--- config.mk ---
export PLATFORM = sky130hd
export DESIGN_NAME = cpu_bus_ctrl_flat
export DESIGN_NICKNAME = d
export VERILOG_FILES = /design/src/rtl/cpu_bus_pkg.sv /design/src/rtl/cpu_bus_ctrl_if.sv /design/src/rtl/oam_dma_engine.sv /design/src/rtl/cpu_bus_ctrl.sv /design/src/flat_wrapper.sv
export SDC_FILE = /design/constraint.sdc
export NUM_CORES = 1
export LEC_CHECK = 0
export CORE_MARGIN = 3
export CORE_UTILIZATION = 47
export DETAILED_ROUTE_END_ITERATION = 16
export PLACE_DENSITY = 0.79
export SLEW_MARGIN = 20
export SYNTH_ARGS = -nofsm -noshare
export SYNTH_HDL_FRONTEND = slang
export SYNTH_SLANG_ARGS = --single-unit
--- constraint.sdc ---
create_clock -name CLK -period 2.02 [get_ports CLK]
set_input_delay 0.404 -clock CLK [delete_from_list [all_inputs] [get_ports CLK]]
set_output_delay 0.404 -clock CLK [all_outputs]
set_load 0.02 [all_outputs]
--- src/rtl/cpu_bus_pkg.sv ---
// Shared types and default addresses for the CPU bus controller and its OAM DMA engine.
package cpu_bus_pkg;

    typedef enum logic [2:0] {IDLE, HALT, ALIGN, READ, WRITE} dma_state_t;

    localparam logic [15:0] DMA_PAGE_ADDR = 16'h4014;
    localparam logic [15:0] OAM_DATA_ADDR = 16'h2004;

endpackage

--- src/rtl/cpu_bus_ctrl_if.sv ---
// Core-side and system-bus-side signals of the CPU bus controller, plus interrupt sources.
interface cpu_bus_ctrl_if #(
    parameter int IRQ_CH = 2
);
    logic [15:0]       cpu_addr;
    logic [7:0]        cpu_dout;
    logic              cpu_rw_n;
    logic [7:0]        cpu_din;
    logic              cpu_enable;
    logic              cpu_nmi_n;
    logic              cpu_irq_n;
    logic [15:0]       bus_addr;
    logic [7:0]        bus_dout;
    logic              bus_rw_n;
    logic [7:0]        bus_din;
    logic              nmi_src;
    logic [IRQ_CH-1:0] irq_src;
    logic [IRQ_CH-1:0] irq_mask;
    logic              dma_active;

    modport master (
        output cpu_addr, cpu_dout, cpu_rw_n, bus_din, nmi_src, irq_src, irq_mask,
        input  cpu_din, cpu_enable, cpu_nmi_n, cpu_irq_n, bus_addr, bus_dout, bus_rw_n, dma_active
    );

    modport slave (
        input  cpu_addr, cpu_dout, cpu_rw_n, bus_din, nmi_src, irq_src, irq_mask,
        output cpu_din, cpu_enable, cpu_nmi_n, cpu_irq_n, bus_addr, bus_dout, bus_rw_n, dma_active
    );
endinterface

--- src/rtl/oam_dma_engine.sv ---
// OAM DMA engine: halts the core, optionally aligns to an odd cycle, then copies one
// page to the OAM data port as alternating READ/WRITE CPU cycles. Advances only on tick.
module oam_dma_engine #(
    parameter int          DMA_LEN = 256,
    parameter logic [15:0] WR_ADDR = cpu_bus_pkg::OAM_DATA_ADDR
) (
    input  logic        clk,
    input  logic        rst,
    input  logic        i_tick,
    input  logic        i_parity,
    input  logic        i_trigger,
    input  logic [7:0]  i_page,
    input  logic [7:0]  i_bus_din,
    output logic        o_active,
    output logic        o_own_addr,
    output logic [15:0] o_addr,
    output logic [7:0]  o_dout,
    output logic        o_rw_n
);
    import cpu_bus_pkg::*;

    localparam logic [7:0] LAST_IDX = 8'(DMA_LEN - 1);

    dma_state_t r_state;
    logic [7:0] r_page;
    logic [7:0] r_idx;
    logic [7:0] r_data;
    logic       w_last;

    assign w_last = (r_idx == LAST_IDX);

    always_ff @(posedge clk or posedge rst) begin
        if (rst) begin
            r_state <= IDLE;
            r_page  <= 8'd0;
            r_idx   <= 8'd0;
            r_data  <= 8'd0;
        end else if (i_tick) begin
            case (r_state)
                IDLE: begin
                    if (i_trigger) begin
                        r_page  <= i_page;
                        r_state <= HALT;
                    end
                end
                // An even halt cycle needs one extra cycle so reads land on even cycles.
                HALT:  r_state <= i_parity ? READ : ALIGN;
                ALIGN: r_state <= READ;
                READ: begin
                    r_data  <= i_bus_din;
                    r_state <= WRITE;
                end
                WRITE: begin
                    r_idx   <= w_last ? 8'd0 : r_idx + 8'd1;
                    r_state <= w_last ? IDLE : READ;
                end
                default: r_state <= IDLE;
            endcase
        end
    end

    assign o_active   = (r_state != IDLE);
    assign o_own_addr = (r_state == READ) || (r_state == WRITE);
    assign o_addr     = (r_state == WRITE) ? WR_ADDR : {r_page, r_idx};
    assign o_dout     = r_data;
    assign o_rw_n     = (r_state != WRITE);
endmodule

--- src/rtl/cpu_bus_ctrl.sv ---
// CPU bus controller: CPU clock-enable divider, bus mux with write loopback, OAM DMA,
// NMI edge conditioning and IRQ level conditioning for the T65 core.
module cpu_bus_ctrl #(
    parameter int          CLK_DIV       = 12,
    parameter int          IRQ_CH        = 2,
    parameter int          DMA_LEN       = 256,
    parameter logic [15:0] DMA_PAGE_ADDR = cpu_bus_pkg::DMA_PAGE_ADDR,
    parameter logic [15:0] OAM_DATA_ADDR = cpu_bus_pkg::OAM_DATA_ADDR
) (
    input  logic          CLK,
    input  logic          RESET,
    cpu_bus_ctrl_if.slave bif
);
    localparam int CW = (CLK_DIV > 2) ? $clog2(CLK_DIV) : 1;

    logic [CW-1:0]     r_tick_cnt;
    logic              r_parity;
    logic [7:0]        r_din_hold;
    logic [2:0]        r_nmi_sync;
    logic              r_nmi_pend;
    logic              r_nmi_n;
    logic              r_nmi_cnt;
    logic [IRQ_CH-1:0] r_irq_s1;
    logic [IRQ_CH-1:0] r_irq_s2;
    logic              r_irq_n;

    logic              w_tick;
    logic              w_cpu_enable;
    logic              w_trigger;
    logic              w_nmi_edge;
    logic              w_nmi_start;
    logic [7:0]        w_din_live;
    logic              w_dma_active;
    logic              w_dma_own;
    logic [15:0]       w_dma_addr;
    logic [7:0]        w_dma_dout;
    logic              w_dma_rw_n;

    assign w_tick       = (r_tick_cnt == CW'(CLK_DIV - 1));
    assign w_cpu_enable = w_tick & ~w_dma_active;
    assign w_trigger    = w_tick & ~bif.cpu_rw_n & (bif.cpu_addr == DMA_PAGE_ADDR);

    always_ff @(posedge CLK or posedge RESET) begin
        if (RESET) begin
            r_tick_cnt <= '0;
            r_parity   <= 1'b0;
        end else begin
            r_tick_cnt <= w_tick ? '0 : r_tick_cnt + CW'(1);
            if (w_tick) r_parity <= ~r_parity;
        end
    end

    oam_dma_engine #(
        .DMA_LEN (DMA_LEN),
        .WR_ADDR (OAM_DATA_ADDR)
    ) u_dma (
        .clk        (CLK),
        .rst        (RESET),
        .i_tick     (w_tick),
        .i_parity   (r_parity),
        .i_trigger  (w_trigger),
        .i_page     (bif.cpu_dout),
        .i_bus_din  (bif.bus_din),
        .o_active   (w_dma_active),
        .o_own_addr (w_dma_own),
        .o_addr     (w_dma_addr),
        .o_dout     (w_dma_dout),
        .o_rw_n     (w_dma_rw_n)
    );

    assign w_din_live = bif.cpu_rw_n ? bif.bus_din : bif.cpu_dout;

    // The halted core must see a stable DI for the whole transfer.
    always_ff @(posedge CLK or posedge RESET) begin
        if (RESET)              r_din_hold <= 8'd0;
        else if (!w_dma_active) r_din_hold <= w_din_live;
    end

    assign w_nmi_edge  = r_nmi_sync[1] & ~r_nmi_sync[2];
    assign w_nmi_start = w_cpu_enable & r_nmi_n & r_nmi_pend;

    always_ff @(posedge CLK or posedge RESET) begin
        if (RESET) begin
            r_nmi_sync <= 3'b000;
            r_nmi_pend <= 1'b0;
            r_nmi_n    <= 1'b1;
            r_nmi_cnt  <= 1'b0;
        end else begin
            r_nmi_sync <= {r_nmi_sync[1:0], bif.nmi_src};
            // A new edge wins over the clear so a re-request is never lost.
            if (w_nmi_edge)       r_nmi_pend <= 1'b1;
            else if (w_nmi_start) r_nmi_pend <= 1'b0;
            if (w_nmi_start) begin
                r_nmi_n   <= 1'b0;
                r_nmi_cnt <= 1'b0;
            end else if (w_cpu_enable && !r_nmi_n) begin
                if (r_nmi_cnt) r_nmi_n <= 1'b1;
                r_nmi_cnt <= 1'b1;
            end
        end
    end

    always_ff @(posedge CLK or posedge RESET) begin
        if (RESET) begin
            r_irq_s1 <= '0;
            r_irq_s2 <= '0;
            r_irq_n  <= 1'b1;
        end else begin
            r_irq_s1 <= bif.irq_src;
            r_irq_s2 <= r_irq_s1;
            r_irq_n  <= ~|(r_irq_s2 & ~bif.irq_mask);
        end
    end

    assign bif.cpu_enable = w_cpu_enable;
    assign bif.dma_active = w_dma_active;
    assign bif.cpu_nmi_n  = r_nmi_n;
    assign bif.cpu_irq_n  = r_irq_n;
    assign bif.cpu_din    = w_dma_active ? r_din_hold : w_din_live;
    assign bif.bus_addr   = w_dma_own    ? w_dma_addr : bif.cpu_addr;
    assign bif.bus_rw_n   = w_dma_active ? w_dma_rw_n : bif.cpu_rw_n;
    assign bif.bus_dout   = w_dma_active ? w_dma_dout : bif.cpu_dout;
endmodule

--- src/flat_wrapper.sv ---
// flat-port wrapper written by rule: the top's interface ports become plain ports
module cpu_bus_ctrl_flat 
#(
    parameter int          CLK_DIV       = 12,
    parameter int          IRQ_CH        = 2,
    parameter int          DMA_LEN       = 256,
    parameter logic [15:0] DMA_PAGE_ADDR = cpu_bus_pkg::DMA_PAGE_ADDR,
    parameter logic [15:0] OAM_DATA_ADDR = cpu_bus_pkg::OAM_DATA_ADDR
)
  (CLK, RESET, bif_cpu_addr, bif_cpu_dout, bif_cpu_rw_n, bif_bus_din, bif_nmi_src, bif_irq_src, bif_irq_mask, bif_cpu_din, bif_cpu_enable, bif_cpu_nmi_n, bif_cpu_irq_n, bif_bus_addr, bif_bus_dout, bif_bus_rw_n, bif_dma_active);
  cpu_bus_ctrl_if #(.IRQ_CH(IRQ_CH)) bif_i ();
  input  logic CLK;
  input  logic RESET;
  input wire logic [$bits(bif_i.cpu_addr)-1:0] bif_cpu_addr;
  input wire logic [$bits(bif_i.cpu_dout)-1:0] bif_cpu_dout;
  input wire logic [$bits(bif_i.cpu_rw_n)-1:0] bif_cpu_rw_n;
  input wire logic [$bits(bif_i.bus_din)-1:0] bif_bus_din;
  input wire logic [$bits(bif_i.nmi_src)-1:0] bif_nmi_src;
  input wire logic [$bits(bif_i.irq_src)-1:0] bif_irq_src;
  input wire logic [$bits(bif_i.irq_mask)-1:0] bif_irq_mask;
  output wire logic [$bits(bif_i.cpu_din)-1:0] bif_cpu_din;
  output wire logic [$bits(bif_i.cpu_enable)-1:0] bif_cpu_enable;
  output wire logic [$bits(bif_i.cpu_nmi_n)-1:0] bif_cpu_nmi_n;
  output wire logic [$bits(bif_i.cpu_irq_n)-1:0] bif_cpu_irq_n;
  output wire logic [$bits(bif_i.bus_addr)-1:0] bif_bus_addr;
  output wire logic [$bits(bif_i.bus_dout)-1:0] bif_bus_dout;
  output wire logic [$bits(bif_i.bus_rw_n)-1:0] bif_bus_rw_n;
  output wire logic [$bits(bif_i.dma_active)-1:0] bif_dma_active;
  assign bif_i.cpu_addr = bif_cpu_addr;
  assign bif_i.cpu_dout = bif_cpu_dout;
  assign bif_i.cpu_rw_n = bif_cpu_rw_n;
  assign bif_i.bus_din = bif_bus_din;
  assign bif_i.nmi_src = bif_nmi_src;
  assign bif_i.irq_src = bif_irq_src;
  assign bif_i.irq_mask = bif_irq_mask;
  assign bif_cpu_din = bif_i.cpu_din;
  assign bif_cpu_enable = bif_i.cpu_enable;
  assign bif_cpu_nmi_n = bif_i.cpu_nmi_n;
  assign bif_cpu_irq_n = bif_i.cpu_irq_n;
  assign bif_bus_addr = bif_i.bus_addr;
  assign bif_bus_dout = bif_i.bus_dout;
  assign bif_bus_rw_n = bif_i.bus_rw_n;
  assign bif_dma_active = bif_i.dma_active;
  cpu_bus_ctrl #(.CLK_DIV(CLK_DIV), .IRQ_CH(IRQ_CH), .DMA_LEN(DMA_LEN), .DMA_PAGE_ADDR(DMA_PAGE_ADDR), .OAM_DATA_ADDR(OAM_DATA_ADDR)) u_core (.CLK(CLK), .RESET(RESET), .bif(bif_i));
endmodule
==> run metrics, run 1 <==
status finished with violations; failing checks setup timing; area leader, netlist dfrtp_1; Worst Setup End Kind output pin; Final nets between 400 and 500; clk buf depth 2; Post-synth EDFFs 0; DR iter-0 viols roughly 160; Max Clk Rate between 400 and 500 MHz; DR vias between 2k and 2.5k; CTS H-tree lvls 2; GRT overflow 0; max-slew violations 0; top_reg_cell synth dfrtp_1; clk slew on worst S/H paths roughly 0.09 ns; RSZ-0062 raised after global routing true; fill count 348; Critical Path Most Common Cell buf_6; layout cells sized above 1 a little over two fifths; CP cell instances nor3_4 -> buf_6 -> mux2_4 -> buf_6; syn_nets 295; largest net degree at the start of global routing 35; clock tree sinks 51; commonest non-fill, non-tap cell in the layout buf_4; GPL Wtd Cong ~0.8; Worst path max stage delay about 0.46 ns; Core Rows 26; Placement Setup Slack -0.504 ns; Hold Fails Final Rpt 0; initial antenna violation count 0; HP Class reg -> reg; first-pass GRT wire length 12,000 um; critical path required time approximately 1.6 ns; core area around 5300 um^2; hpwl dp just under 5000 um; via count of the first global-routing pass approximately 2.5k; Finished Layout Cells approximately 460; PwrDens 453 nW/um^2; CTS tree done; area of the multi-input gates 1360 um^2; Slew @ Worst Pin 0.333 ns; n_diodes 0; Hold-fix buffers, CTS 0; worst path arrival time between 1.5 and 2 ns; Seq/Total Area, Yosys around half; Mapped Cells around 250; die area 6530 um^2; drt via density between 5 and 6; Startpoint Class flop; clk_lat worst skew 0.30 ns; post-synth cell types 48; Die Span X approximately 81 um; kind of critical path reg -> out; total wire length slightly above 8000 um; max-cap viol count 0; slowest CP cell dfrtp_2; CP max FO 6; CP delay by family, top flip-flops; Synth area leaders dfrtp_1 47%, mux2_2 7.3%, a21oi_1 5.3%; netlist area before placement between 2000 and 3000 um^2; Initial Util 49.9%; post-synthesis register bit count 51; commonest cells after routing, fill and taps aside 59 x buf_4, 48 x dfrtp_1, 29 x clkdlybuf4s50_1; Final Skew roughly 0.0046 ns; Slew headroom just under 80%; Overall Global Routing Usage between 20% and 30%; setup violators final 29; root buffer cell clkbuf_8; Leak between 1.5 and 2 nW; Buf+Inv Stages, Crit Path 2; DRC violations left 0; Synth top area share 46.6%; PnR worst setup slack -0.142 ns; cts bufs inserted 5; # IOs between 70 and 80; final worst path period share 107%; placed cells 431; Die Ht between 80 and 90 um; Pre-antenna DRT Iters 4; Max rail drop VDD 0.000472 V; number of buffers added on ports 76; FF/Latch Area around 1300 um^2; antenna-violating nets left 0; Area Growth Syn to Fin 57.4%; Synth async-reset ratio 100%; synth warn 0; post-layout min period ~2.2 ns; WL/cell between 15 and 20 um; average cell area after synthesis between 10 and 15 um^2
==> per-layer routing <==
metal	track usage [%]	part of all wire [%]	routed length (um)
met1	30.3	42	3370
met3	5.21	6.9	552
met2	40.4	48	3890
met5	0	0	0
met4	10.5	2.9	235
==> repair_timing <==
item                                   4_1_cts  5_1_grt
resized for setup                          218       33
gates cloned                                 3        1
endpoints found under the hold margin        0        0
setup endpoints to repair                   43       44
setup buffers                                7        9
pin swaps                                    5        7
==> report_power, final <==
| group | internal, mW | leakage (nW) | switching [mW] |
|---|---|---|---|
| registers | 1.04 | 0.602 | 0.00851 |
| logic | 0.141 | 1.32 | 0.105 |
| clock network | 0.269 | 0.0470 | 0.314 |
==> kinds of logic (layout without fill, tap and decap cells) <==
group	Yosys count	in the layout	share of synthesized area [%]
multiplexers	33	33	14.9
XOR/XNOR	6	6	2.00
adder cells (fa/ha/maj)	2	2	0.952
AND/OR/NAND/NOR	70	70	14.4
flip-flops	51	51	48.6
AO/OA/AOI/OAI	61	61	14.2
buffers and inverters	30	162	4.90
==> state kept, by name, indices dropped and copies added, names as in the netlist <==
register	cells
u_core.r_din_hold	8
u_core.u_dma.o_dout	8
u_core.u_dma.r_idx	8
u_core.u_dma.r_page	8
u_core.r_tick_cnt	4
u_core.r_nmi_sync	3
u_core.u_dma.r_state	3
u_core.r_irq_s1	2
u_core.r_irq_s2	2
u_core.bif.cpu_irq_n	1
u_core.bif.cpu_nmi_n	1
u_core.r_nmi_cnt	1
u_core.r_nmi_pend	1
u_core.r_parity	1
==> through the flow <==
| step | setup TNS (ns) | utilization [%] | area (um^2) | power [mW] | hold WS, ns |
|---|---|---|---|---|---|
| after floorplan | -0.442 | - | 2640 | 1.13 | 0.331 |
| after global placement | -12.70 | 71.9 | 3790 | 1.29 | 0.332 |
| after detailed placement | -13.09 | 71.9 | 3790 | 1.29 | 0.337 |
| after CTS | -1.55 | 76.7 | 4040 | 1.88 | 0.357 |
| after global routing | -4.92 | 78.5 | 4140 | 1.95 | 0.359 |
| final | -2.12 | 78.5 | 4140 | 1.87 | 0.355 |
==> Yosys cell counts (6+ instances only) <==
cell,number
a21oi_1,28
a311oi_1,6
clkbuf_1,9
dfrtp_1,49
inv_1,16
mux2_2,17
mux2_4,8
mux2i_1,8
nand2_1,9
nor2_1,30
o21ai_0,7
o22ai_1,8
xnor2_1,6
==> area by class of cell <==
| cell class | instances | area share (%) |
|---|---|---|
| multi-input cells | 172 | 32.8 |
| flip-flops and latches | 51 | 30.9 |
| inverters | 17 | 1.66 |
| well taps | 70 | 2.12 |
| repair buffers | 138 | 30.4 |
| clock inverters | 1 | 0.121 |
| clock buffers | 6 | 2.00 |
==> worst reg2reg max path, delay by kind of cell, from the launching register on <==
kind | cells | cell delay (ns)
buffers and inverters | 4 | 0.53
multiplexers | 1 | 0.31
flip-flops | 1 | 0.46
AND/OR/NAND/NOR | 3 | 0.59
==> final timing paths <==
| kind | start | to | slack [ns] | cells after the start |
|---|---|---|---|---|
| worst min-delay path | u_core.r_irq_s1[0] | u_core.r_irq_s2[0] | 0.36 | 0 |
| worst max-delay path | u_core.u_dma.r_state[2] | bif_bus_dout[3] | -0.14 | 4 |
| min in group asynchronous | RESET | u_core.r_tick_cnt[2] | 0.45 | 3 |
| worst max register to register | u_core.u_dma.r_state[2] | u_core.u_dma.r_page[5] | 0.01 | 8 |
| max in group asynchronous | RESET | u_core.bif.cpu_irq_n | 1.32 | 3 |
| worst min register to register | u_core.r_irq_s1[0] | u_core.r_irq_s2[0] | 0.36 | 0 |
Note: power is estimated with default switching activity, not from simulation.
==> run 2: changes to the inputs <==
--- a/config.mk
+++ b/config.mk
@@ -9,7 +9,7 @@
 export CORE_UTILIZATION = 47
 export DETAILED_ROUTE_END_ITERATION = 16
 export PLACE_DENSITY = 0.79
-export SLEW_MARGIN = 20
+export SLEW_MARGIN = 10
 export SYNTH_ARGS = -nofsm -noshare
 export SYNTH_HDL_FRONTEND = slang
 export SYNTH_SLANG_ARGS = --single-unit
==> results of run 2 <==
The final DEF is identical to that of run 1; final timing and power are the same.
==> run 3: changes to the inputs <==
--- a/config.mk
+++ b/config.mk
@@ -6,9 +6,10 @@
 export NUM_CORES = 1
 export LEC_CHECK = 0
 export CORE_MARGIN = 3
-export CORE_UTILIZATION = 47
+export CORE_UTILIZATION = 51
 export DETAILED_ROUTE_END_ITERATION = 16
-export PLACE_DENSITY = 0.79
+export GPL_TIMING_DRIVEN = 0
+export PLACE_DENSITY = 0.9
 export SLEW_MARGIN = 10
 export SYNTH_ARGS = -nofsm -noshare
 export SYNTH_HDL_FRONTEND = slang
==> constraint.sdc (replaced) <==
create_clock -name CLK -period 2.6 [get_ports CLK]
set_input_delay 0.52 -clock CLK [delete_from_list [all_inputs] [get_ports CLK]]
set_output_delay 0.52 -clock CLK [all_outputs]
set_load 0.02 [all_outputs]
==> run metrics, run 3 (synthesis results as in run 1) <==
status complete, no violations (was finished with violations); Area Growth Syn to Fin 38.6% (was 57.4%); hpwl dp 5030 um (was 4940 um); Core Rows 25 (was 26); CP cell instances nor3_4 -> buf_4 -> clkbuf_8 -> mux2_2 -> dlygate4sd2_1 (was nor3_4 -> buf_6 -> mux2_4 -> buf_6); Die Span X 77.8 um (was 80.8 um); die area 6050 um^2 (was 6530 um^2); area of the multi-input gates 1230 um^2 (was 1360 um^2); clock tree sinks 51 (unchanged); Final Skew 0.00533 ns (was 0.00463 ns); Layout Utilization 75.1% (was 78.5%); drt via density 5.68 (was 5.47); setup violators final 0 (was 29); CTS tree done (unchanged); clk buf depth 2 (unchanged); reg2reg end u_core.u_dma.r_page[5] (unchanged); Buf+Inv Stages, Crit Path 3 (was 2); Final nets 381 (was 427); Crit. path cell count 5 (was 4); GPL Wtd Cong 0.843 (was 0.802); P_sw 337 uW (was 427 uW); Die Ht 77.8 um (was 80.8 um); Worst Setup End Kind output pin (unchanged); Startpoint Class flop (unchanged); Endpoint, Worst Hold u_core.r_irq_s2[0] (unchanged); Overall Global Routing Usage 24.4% (was 24.1%); max-slew violations 0 (unchanged); Max Clk Rate 389 MHz; PnR worst setup slack 0.0267 ns (was -0.142 ns); DR vias 2,311 (was 2,490); FF/Latch Area 1280 um^2 (about the same); Leak 1.62 nW (was 1.96 nW); Max rail drop VDD 0.000336 V (was 0.000472 V); Hold Startpoint u_core.r_irq_s1[0] (unchanged); Register-to-Register Path Depth 7 (was 8); PwrDens 442 nW/um^2 (was 453 nW/um^2); core area 4850 um^2 (was 5270 um^2); worst path arrival time 2.05 ns (was 1.76 ns); CP delay by family, top buffers and inverters (was flip-flops); max-cap viol count 0 (unchanged); clk_lat worst skew 0.31 ns (was 0.30 ns); critical path required time 2.08 ns (was 1.62 ns); Placement Setup Slack -0.222 ns (was -0.504 ns); Hold Fails Final Rpt 0 (unchanged); CTS H-tree lvls 2 (unchanged); Initial Util 54.2% (was 49.9%); commonest non-fill, non-tap cell in the layout dfrtp_1 (was buf_4); Hold-fix buffers, CTS 0 (unchanged); initial antenna violation count 0 (unchanged); first-pass GRT wire length 11,600 um (was 12,000 um); sequential share of power 50.5% (was 55.8%); internal power 1.27 mW (was 1.45 mW); largest net degree at the start of global routing 33 (was 35); fill count 337 (was 348); Pre-antenna DRT Iters 5 (was 4); post-layout min period roughly 2.6 ns; combinational power share 9.2% (was 13.1%); root buffer cell clkbuf_8 (unchanged); n_diodes 0 (unchanged); sw frac 20.9% (was 22.8%); DRC violations left 0 (unchanged); antenna-violating nets left 0 (unchanged); total wire length 7070 um (was 8050 um); clk slew on worst S/H paths 0.09 ns (about the same); # IOs 77 (unchanged); via count of the first global-routing pass 2,361 (was 2,468); kind of critical path reg -> out (unchanged); number of buffers added on ports 75 (was 76); FF-to-FF setup slack 0.62 ns (was 0.01 ns); CP max FO 10 (was 6); layout cells sized above 1 20.3% (was 42.6%); slowest CP cell dfrtp_2 (unchanged); Clock Power Share 40.3% (was 31.1%); Worst R2R Start u_core.u_dma.r_state[2] (unchanged); cts bufs inserted 5 (unchanged); DR iter-0 viols 120 (was 159); Cells on Worst Hold Path 0 (unchanged); Slew @ Worst Pin 0.531 ns (was 0.333 ns); HP Class reg -> reg (unchanged); Worst path max stage delay 0.48 ns (was 0.46 ns); WL/cell 17.4 um (was 17.7 um); commonest cells after routing, fill and taps aside 47 x dfrtp_1, 41 x clkdlybuf4s50_1, 30 x nor2_1 (was 59 x buf_4, 48 x dfrtp_1, 29 x clkdlybuf4s50_1); Slew headroom 64.5% (was 77.8%); GRT overflow 0 (unchanged); final worst path period share just under 100%
-- run 3: cell type report --
type	instances	area share [%]
plain buffers	12	2.34
flip-flops and latches	51	35.2
clock buffers	5	1.89
repair buffers	80	20.9
clock inverters	3	1.86
well taps	67	2.30
inverters	17	1.75
multi-input cells	172	33.8
-- run 3: stage by stage --
stage	instance area [um^2]	setup TNS (ns)	hold WS, ns	power, mW	cells
2_1_floorplan	2630	0	0.331	0.878	253
3_3_place_gp	3460	-5.51	0.335	0.969	395
3_5_place_dp	3480	-2.85	0.338	0.979	396
4_1_cts	3630	-0.122	0.360	1.62	406
5_1_grt	3640	-0.0786	0.365	1.66	407
6_report	3640	0	0.355	1.61	407
-- run 3: power by group through the flow --
stage	Combinational, mW	Clock (mW)	Sequential [mW]
after floorplan	0.0504	0	0.827
after global placement	0.143	0	0.826
after detailed placement	0.152	0	0.827
after CTS	0.149	0.660	0.812
after global routing	0.159	0.692	0.813
final	0.149	0.649	0.812
-- run 3: worst max path at each step --
| stage | start | endpoint | slack (ns) |
|---|---|---|---|
| 5_1_grt | u_core.u_dma.r_state[2] | bif_bus_dout[5] | -0.03 |
| 6_report | u_core.u_dma.r_state[2] | bif_bus_dout[5] | 0.03 |
| 4_1_cts | u_core.u_dma.r_state[2] | bif_bus_addr[11] | -0.12 |
| 2_1_floorplan | u_core.u_dma.r_state[0] | bif_bus_addr[5] | 0.32 |
| 3_5_place_dp | u_core.u_dma.r_state[0] | bif_bus_addr[6] | -0.22 |
| 3_3_place_gp | u_core.u_dma.r_state[0] | bif_bus_dout[3] | -0.22 |
-- run 3: repair_timing --
| action | in CTS | in global routing |
|---|---|---|
| pin swaps | 1 | 1 |
| setup endpoints to repair | 34 | 11 |
| gates cloned | 0 | 0 |
| endpoints found under the hold margin | 0 | 0 |
| buffers inserted | 3 | 1 |
| gates resized for setup | 46 | 24 |
-- run 3: per-layer routing --
| metal | track usage, % | vias up | share of wire [%] |
|---|---|---|---|
| li1 | - | 1072 | - |
| met1 | 30.6 | 1133 | 42 |
| met2 | 41.1 | 87 | 49 |
| met3 | 5.45 | 19 | 6.7 |
| met4 | 9.25 | 0 | 2.5 |
| met5 | 0 | - | 0 |
